`config.mk`:
```
export PLATFORM = sky130hd
export DESIGN_NAME = uart_baud_gen_frac_flat
export DESIGN_NICKNAME = d
export VERILOG_FILES = /design/src/rtl/uart_baud_gen_frac_pkg.sv /design/src/rtl/uart_baud_gen_frac_if.sv /design/src/rtl/uart_baud_gen_frac_divider.sv /design/src/rtl/uart_baud_gen_frac.sv /design/src/flat_wrapper.sv
export SDC_FILE = /design/constraint.sdc
export NUM_CORES = 1
export LEC_CHECK = 0
export CAP_MARGIN = 20
export CELL_PAD_IN_SITES_DETAIL_PLACEMENT = 1
export CELL_PAD_IN_SITES_GLOBAL_PLACEMENT = 1
export CORE_MARGIN = 4
export CORE_UTILIZATION = 45
export DETAILED_ROUTE_END_ITERATION = 7
export GPL_TIMING_DRIVEN = 0
export HOLD_SLACK_MARGIN = 0.1
export PLACE_DENSITY_LB_ADDON = 0.1
export SLEW_MARGIN = 20
export SYNTH_ARGS = -nofsm -noshare
export SYNTH_HDL_FRONTEND = slang
export SYNTH_SLANG_ARGS = --single-unit
```
`constraint.sdc`:
```
create_clock -name clk -period 4.7 [get_ports clk]
set_input_delay 0.47 -clock clk [delete_from_list [all_inputs] [get_ports clk]]
set_output_delay 0.47 -clock clk [all_outputs]
set_load 0.005 [all_outputs]
```
`src/rtl/uart_baud_gen_frac_pkg.sv`:
```
// Shared types, widths and helpers for the fractional-N UART baud generator.
package uart_pkg;

   localparam int unsigned UART_DIV_INT_W = 16;
   localparam int unsigned UART_FRAC_W    = 4;
   localparam int unsigned UART_OSR_MAX   = 16;
   localparam int unsigned OSR_W          = $clog2(UART_OSR_MAX + 1);
   localparam int unsigned MIN_DIV_INT    = 2;
   localparam int unsigned MIN_OSR        = 4;

   typedef struct packed {
      logic [UART_DIV_INT_W-1:0] div_int;
      logic [UART_FRAC_W-1:0]    div_frac;
      logic [OSR_W-1:0]          osr;
   } uart_baud_cfg_t;

   typedef enum logic {
      CFG_IDLE,
      CFG_PENDING
   } cfg_state_e;

   // Rounded fixed-point divisor: clk * 2^frac_w / (baud * osr).
   function automatic longint unsigned baud_default_div(input longint unsigned clk_hz,
                                                        input longint unsigned baud,
                                                        input longint unsigned osr,
                                                        input longint unsigned frac_w);
      longint unsigned den;
      den = baud * osr;
      return ((clk_hz << frac_w) + (den / 2)) / den;
   endfunction

endpackage

```
`src/rtl/uart_baud_gen_frac_if.sv`:
```
// Configuration handshake between the UART control logic and the baud generator.
interface uart_baud_gen_frac_if #(
   parameter int unsigned DIV_INT_W = 16,
   parameter int unsigned FRAC_W    = 4,
   parameter int unsigned OSR_W     = 5
);
   logic                 cfg_valid;
   logic                 cfg_ready;
   logic [DIV_INT_W-1:0] cfg_div_int;
   logic [FRAC_W-1:0]    cfg_div_frac;
   logic [OSR_W-1:0]     cfg_osr;

   modport master (output cfg_valid, cfg_div_int, cfg_div_frac, cfg_osr, input cfg_ready);
   modport slave  (input cfg_valid, cfg_div_int, cfg_div_frac, cfg_osr, output cfg_ready);
endinterface

```
`src/rtl/uart_baud_gen_frac_divider.sv`:
```
// Fractional-N period counter: each period lasts div_int cycles plus the
// carry of a FRAC_W-bit phase accumulator; tick flags the terminal cycle.
module uart_frac_divider #(
   parameter int unsigned DIV_INT_W = 16,
   parameter int unsigned FRAC_W    = 4
) (
   input  logic                 clk,
   input  logic                 rst,
   input  logic                 en,
   input  logic                 clear,
   input  logic [DIV_INT_W-1:0] div_int,
   input  logic [FRAC_W-1:0]    div_frac,
   output logic                 tick
);

   logic [DIV_INT_W-1:0] cnt_q, cnt_d;
   logic [FRAC_W-1:0]    acc_q, acc_d;
   logic [FRAC_W:0]      acc_sum;
   logic [DIV_INT_W:0]   period;
   logic [DIV_INT_W:0]   cnt_next;

   always_comb begin
      acc_sum  = {1'b0, acc_q} + {1'b0, div_frac};
      period   = {1'b0, div_int} + {{DIV_INT_W{1'b0}}, acc_sum[FRAC_W]};
      cnt_next = {1'b0, cnt_q} + (DIV_INT_W + 1)'(1);
      tick     = en && (cnt_next == period);
      cnt_d    = cnt_q;
      acc_d    = acc_q;
      if (clear) begin
         cnt_d = '0;
         acc_d = '0;
      end else if (tick) begin
         cnt_d = '0;
         acc_d = acc_sum[FRAC_W-1:0];
      end else if (en) begin
         cnt_d = cnt_next[DIV_INT_W-1:0];
      end
   end

   always_ff @(posedge clk or posedge rst) begin
      if (rst) begin
         cnt_q <= '0;
         acc_q <= '0;
      end else begin
         cnt_q <= cnt_d;
         acc_q <= acc_d;
      end
   end

endmodule

```
`src/rtl/uart_baud_gen_frac.sv`:
```
// Runtime-programmable UART baud generator: config handshake, oversample
// phase counter and registered tick decode around a fractional divider.
module uart_baud_gen_frac
   import uart_pkg::*;
#(
   parameter int unsigned  CLK_FREQ_HZ  = 50_000_000,
   parameter int unsigned  DEFAULT_BAUD = 115_200,
   parameter int unsigned  OSR_MAX      = UART_OSR_MAX,
   parameter int unsigned  DIV_INT_W    = UART_DIV_INT_W,
   parameter int unsigned  FRAC_W       = UART_FRAC_W,
   localparam int unsigned OSR_W_L      = $clog2(OSR_MAX + 1)
) (
   input  logic                 clk,
   input  logic                 rst,
   input  logic                 en,
   input  logic                 restart,
   uart_baud_gen_frac_if.slave  cfg,
   output logic                 tick_os,
   output logic                 tick_bit,
   output logic                 tick_mid,
   output logic [OSR_W_L-1:0]   os_phase
);

   localparam longint unsigned DEF_DIV = baud_default_div(64'(CLK_FREQ_HZ), 64'(DEFAULT_BAUD),
                                                          64'(OSR_MAX), 64'(FRAC_W));
   localparam uart_baud_cfg_t DEF_CFG = '{div_int:  DIV_INT_W'(DEF_DIV >> FRAC_W),
                                          div_frac: FRAC_W'(DEF_DIV),
                                          osr:      OSR_W_L'(OSR_MAX)};

   cfg_state_e           state_q, state_d;
   uart_baud_cfg_t       active_q, active_d;
   uart_baud_cfg_t       pend_q, pend_d;
   uart_baud_cfg_t       cap;
   logic [OSR_W_L-1:0]   os_phase_q, os_phase_d;
   logic [OSR_W_L-1:0]   phase_next;
   logic                 tick_os_q, tick_os_d;
   logic                 tick_bit_q, tick_bit_d;
   logic                 tick_mid_q, tick_mid_d;
   logic                 div_tick, div_clear;
   logic                 tick_fire, at_wrap, bit_fire, apply;

   uart_frac_divider #(
      .DIV_INT_W (DIV_INT_W),
      .FRAC_W    (FRAC_W)
   ) u_div (
      .clk      (clk),
      .rst      (rst),
      .en       (en),
      .clear    (div_clear),
      .div_int  (active_q.div_int),
      .div_frac (active_q.div_frac),
      .tick     (div_tick)
   );

   always_comb begin
      tick_fire  = div_tick && !restart;
      at_wrap    = (os_phase_q == active_q.osr - OSR_W_L'(1));
      bit_fire   = tick_fire && at_wrap;
      // Pending config lands on the bit boundary, or immediately when idle/resyncing.
      apply      = (state_q == CFG_PENDING) && (bit_fire || !en || restart);
      div_clear  = restart || apply;
      phase_next = at_wrap ? '0 : os_phase_q + OSR_W_L'(1);

      os_phase_d = os_phase_q;
      if (tick_fire) os_phase_d = phase_next;
      if (div_clear) os_phase_d = '0;

      tick_os_d  = tick_fire;
      tick_bit_d = bit_fire;
      tick_mid_d = tick_fire && (phase_next == (active_q.osr >> 1));

      cap.div_frac = cfg.cfg_div_frac;
      cap.div_int  = (cfg.cfg_div_int < DIV_INT_W'(MIN_DIV_INT)) ? DIV_INT_W'(MIN_DIV_INT)
                                                                 : cfg.cfg_div_int;
      if (cfg.cfg_osr < OSR_W_L'(MIN_OSR))       cap.osr = OSR_W_L'(MIN_OSR);
      else if (cfg.cfg_osr > OSR_W_L'(OSR_MAX))  cap.osr = OSR_W_L'(OSR_MAX);
      else                                       cap.osr = cfg.cfg_osr;

      state_d  = state_q;
      pend_d   = pend_q;
      active_d = active_q;
      case (state_q)
         CFG_IDLE: begin
            if (cfg.cfg_valid) begin
               pend_d  = cap;
               state_d = CFG_PENDING;
            end
         end
         CFG_PENDING: begin
            if (apply) begin
               active_d = pend_q;
               state_d  = CFG_IDLE;
            end
         end
         default: state_d = CFG_IDLE;
      endcase
   end

   always_ff @(posedge clk or posedge rst) begin
      if (rst) begin
         state_q    <= CFG_IDLE;
         active_q   <= DEF_CFG;
         pend_q     <= DEF_CFG;
         os_phase_q <= '0;
         tick_os_q  <= 1'b0;
         tick_bit_q <= 1'b0;
         tick_mid_q <= 1'b0;
      end else begin
         state_q    <= state_d;
         active_q   <= active_d;
         pend_q     <= pend_d;
         os_phase_q <= os_phase_d;
         tick_os_q  <= tick_os_d;
         tick_bit_q <= tick_bit_d;
         tick_mid_q <= tick_mid_d;
      end
   end

   assign cfg.cfg_ready = (state_q == CFG_IDLE);
   assign tick_os       = tick_os_q;
   assign tick_bit      = tick_bit_q;
   assign tick_mid      = tick_mid_q;
   assign os_phase      = os_phase_q;

endmodule
```
`src/flat_wrapper.sv`:
```
// flat-port wrapper written by rule: the top's interface ports become plain ports
module uart_baud_gen_frac_flat import uart_pkg::*;
#(
   parameter int unsigned  CLK_FREQ_HZ  = 50_000_000,
   parameter int unsigned  DEFAULT_BAUD = 115_200,
   parameter int unsigned  OSR_MAX      = UART_OSR_MAX,
   parameter int unsigned  DIV_INT_W    = UART_DIV_INT_W,
   parameter int unsigned  FRAC_W       = UART_FRAC_W,
   localparam int unsigned OSR_W_L      = $clog2(OSR_MAX + 1)
)
  (clk, rst, en, restart, tick_os, tick_bit, tick_mid, os_phase, cfg_cfg_valid, cfg_cfg_div_int, cfg_cfg_div_frac, cfg_cfg_osr, cfg_cfg_ready);
  uart_baud_gen_frac_if #(.DIV_INT_W(DIV_INT_W), .FRAC_W(FRAC_W)) cfg_i ();
  input  logic clk;
  input  logic rst;
  input  logic en;
  input  logic restart;
  output logic tick_os;
  output logic tick_bit;
  output logic tick_mid;
  output logic [OSR_W_L-1:0] os_phase;
  input wire logic [$bits(cfg_i.cfg_valid)-1:0] cfg_cfg_valid;
  input wire logic [$bits(cfg_i.cfg_div_int)-1:0] cfg_cfg_div_int;
  input wire logic [$bits(cfg_i.cfg_div_frac)-1:0] cfg_cfg_div_frac;
  input wire logic [$bits(cfg_i.cfg_osr)-1:0] cfg_cfg_osr;
  output wire logic [$bits(cfg_i.cfg_ready)-1:0] cfg_cfg_ready;
  assign cfg_i.cfg_valid = cfg_cfg_valid;
  assign cfg_i.cfg_div_int = cfg_cfg_div_int;
  assign cfg_i.cfg_div_frac = cfg_cfg_div_frac;
  assign cfg_i.cfg_osr = cfg_cfg_osr;
  assign cfg_cfg_ready = cfg_i.cfg_ready;
  uart_baud_gen_frac #(.CLK_FREQ_HZ(CLK_FREQ_HZ), .DEFAULT_BAUD(DEFAULT_BAUD), .OSR_MAX(OSR_MAX), .DIV_INT_W(DIV_INT_W), .FRAC_W(FRAC_W)) u_core (.clk(clk), .rst(rst), .en(en), .restart(restart), .cfg(cfg_i), .tick_os(tick_os), .tick_bit(tick_bit), .tick_mid(tick_mid), .os_phase(os_phase));
endmodule
```
==> run summary <==
Critical Path Max Stage Delay: 0.58 ns
Slowest CP cell: or4_1
Startpoint Class: register
# diodes: 0
Slew HR: 28.2%
CTS tree: done
Pin count of the biggest net entering global routing: 59
Sw frac: 34.7%
TNS Setup: 0 ns
GPL Wtd Cong: 0.833
Dpl hpwl: 8880 µm
Vias in the first global route: 3763
Pre-Repair DR Iteration Count: 4
# hold bufs at CTS: 0
Synth warn: 0
# setup viols final: 0
Mapped Nets: 504
Combinational share of power: 29.6%
Synth Register Bits: 79
Yosys cell types: 49
Vias per inst: 5.46
Post-synth EDFFs: 0
Commonest non-fill, non-tap cell in the layout: nand2_1
Fin cells: 652
Worst R2R Start: u_core.active_q[6]
Clk root buf: clkbuf_8
GR Overflow Total: 0
CP Capture Type: register
Final Critical Period: 4.44 ns
Worst Max-Slew Pin Slew: 1.07 ns
Arr. time, crit path: 4.69 ns
Leak: 2.28 nW
Core Region: 9730 µm²
Cell area power density: 439 nW/µm²
Final hold vios: 0
Clock network power share: 24.3%
Seq pwr share: 46.2%
Worst Clk Skew: 0.00919 ns
Post-layout util: 54.6%
Most frequent cells in the layout: nand2_1 (86), dfrtp_1 (67), clkdlybuf4s50_1 (38)
Number of buffers created by CTS: 9
Clock-pin slew on the worst setup and hold paths: 0.08 ns
Routed Antenna Nets: 0
Ys flop type: dfrtp_1
Final #Nets: 555
Final WL: 11700 µm
Setup CP Type: register to register
Int Pwr: 1.52 mW
Slew Limit Fails: 0
Avg Cell Area, Syn: 9.69 µm²
Worst path cell trace: inv_1 -> fa_1 -> nor2b_1 -> o21ai_0 -> nand2b_1 -> ha_1 -> ha_1 -> nand4_1 -> or4_1 -> xor2_1 -> or3_1 -> nand2_1 -> and3_1 -> a32oi_4 -> buf_2 -> mux2_1
Placed inst area: 5060 µm²
Max Fclk: 225 MHz
Min-Delay Path Class: input pin to asynchronous set/reset pin
Worst path bufs/invs: 2
Worst Setup SP: u_core.active_q[6]
Cell family with most CP delay: simple AND/OR/NAND/NOR gates
Die Span Y: 108 µm
Seq/Total Area, Yosys: 44.4%
Status: finished, final reports clean
Max_cap viols: 0
Post-synth ARST share: 100%
Routed length per placed instance: 17.9 µm
Critical Path RT: 4.95 ns
Starting Density: 46.1%
Synthesized area: 4490 µm²
IO Pins: 39
Initial antenna violation count: 0
Clk buf depth: 2
DRC viols: 0
Detailed-route via count: 3563
Mapped Cells: 463
Top cell by count, worst path: ha_1
CTS H-tree depth: 3
Tot GR Track Use: 21.8%
# port buffers: 38
Clk Latency, worst-skew pair: 0.36 ns
Row count: 36
WHS: 0.411 ns
Area delta synth->final: 18.4%
Initial DRC Count: 131
Inst Count DP: 635
Peak VDD IR: 272 µV
Proportion of layout cells with a drive suffix above 1: 9.25%
Sw Pwr: 0.808 mW
Global-route wire length before repair: 19500 µm
Final Cell Area: 5310 µm²
Worst-path maximum fanout: 10
# clock sinks: 79
Part of the cycle the worst path needs: 94.6%
Die area: 11600 µm²
Die Span X: 108 µm
RSZ-0062 raised after global routing: no
-- logic make-up after synthesis --
family | synth area share (%)
XOR/XNOR | 11.0
AND/OR/NAND/NOR | 22.3
flip-flops | 44.4
adder cells (fa/ha/maj) | 3.24
buffers and inverters | 2.93
AO/OA/AOI/OAI | 8.56
multiplexers | 7.62
-- per-layer routing --
layer  share of wire (%)  up-vias  global-route usage [%]
met2                  48       51                    36.9
met1                  47     1781                    28.3
met4                 1.8        0                    6.85
met3                 2.8       16                    3.96
li1                    -     1715                       -
met5                   0        -                       0
-- synthesized netlist by cell type (4+ instances only) --
cell | instances | area share, %
nand2_1 | 86 | 7.2
dfrtp_1 | 67 | 37
nand3_1 | 29 | 3.2
xnor2_1 | 27 | 5.3
nor2_1 | 24 | 2.0
inv_1 | 19 | 1.6
xor2_1 | 19 | 3.7
mux2_1 | 18 | 4.5
a21oi_1 | 15 | 1.7
clkbuf_1 | 12 | 1.0
dfstp_2 | 12 | 7.0
nor3_1 | 11 | 1.2
nor4_1 | 11 | 1.5
ha_1 | 10 | 2.8
o21ai_0 | 9 | 1.0
nand4_1 | 8 | 1.1
a22o_1 | 7 | 1.4
mux2_2 | 7 | 1.8
or3_1 | 7 | 0.98
mux2i_1 | 6 | 1.3
and3_1 | 4 | 0.56
nand2b_1 | 4 | 0.56
nor2b_1 | 4 | 0.56
nor3b_1 | 4 | 0.67
xnor3_1 | 4 | 2.0
-- power groups by stage --
stage                     Clock (mW)  Combinational [mW]  Sequential [mW]
after floorplan                    0               0.541             1.01
after global placement             0               0.650             1.07
after detailed placement           0               0.689             1.09
after CTS                      0.584               0.702             1.08
after global routing           0.618               0.773             1.10
final                          0.566               0.689             1.08
-- area by class of cell --
type / instances / area [µm²]
repair buffers: 40 / 415
plain buffers: 15 / 62.6
flip-flops and latches: 79 / 1990
well taps: 133 / 166
clock inverters: 7 / 96.3
multi-input cells: 350 / 2380
clock buffers: 9 / 124
fillers: 1120 / 4420
inverters: 19 / 73.8
-- registers in the layout, indices dropped and copies added, names as in the netlist --
register            cells
u_core.active_q        25
u_core.pend_q          25
u_core.u_div.cnt_q     16
u_core.os_phase         5
u_core.u_div.acc_q      4
u_core.state_q          1
u_core.tick_bit         1
u_core.tick_mid         1
u_core.tick_os          1
-- per-stage QoR --
stage	power, mW	setup slack, ns
after floorplan	1.55	0.723
after global placement	1.72	0.201
after detailed placement	1.77	0.0217
after CTS	2.36	0.0979
after global routing	2.49	0.00335
final	2.33	0.256
-- repair_timing --
item / 4_1_cts / 5_1_grt
endpoints found under the setup margin: 1 / 32
resized for setup: 1 / 2
buffers inserted: 0 / 1
pin swaps: 0 / 1
-- worst paths after layout --
| check | endpoint | depth (start not counted) | slack, ns |
|---|---|---|---|
| min in group clk | u_core.pend_q[6] | 2 | 0.47 |
| hold reg to reg | u_core.pend_q[6] | 2 | 0.47 |
| max in group asynchronous | u_core.active_q[13] | 3 | 3.66 |
| setup reg to reg | u_core.active_q[20] | 16 | 0.26 |
| hold / removal | u_core.os_phase[4] | 2 | 0.41 |
| setup / recovery | u_core.active_q[20] | 16 | 0.26 |
Note: power is estimated with default switching activity, not from simulation.
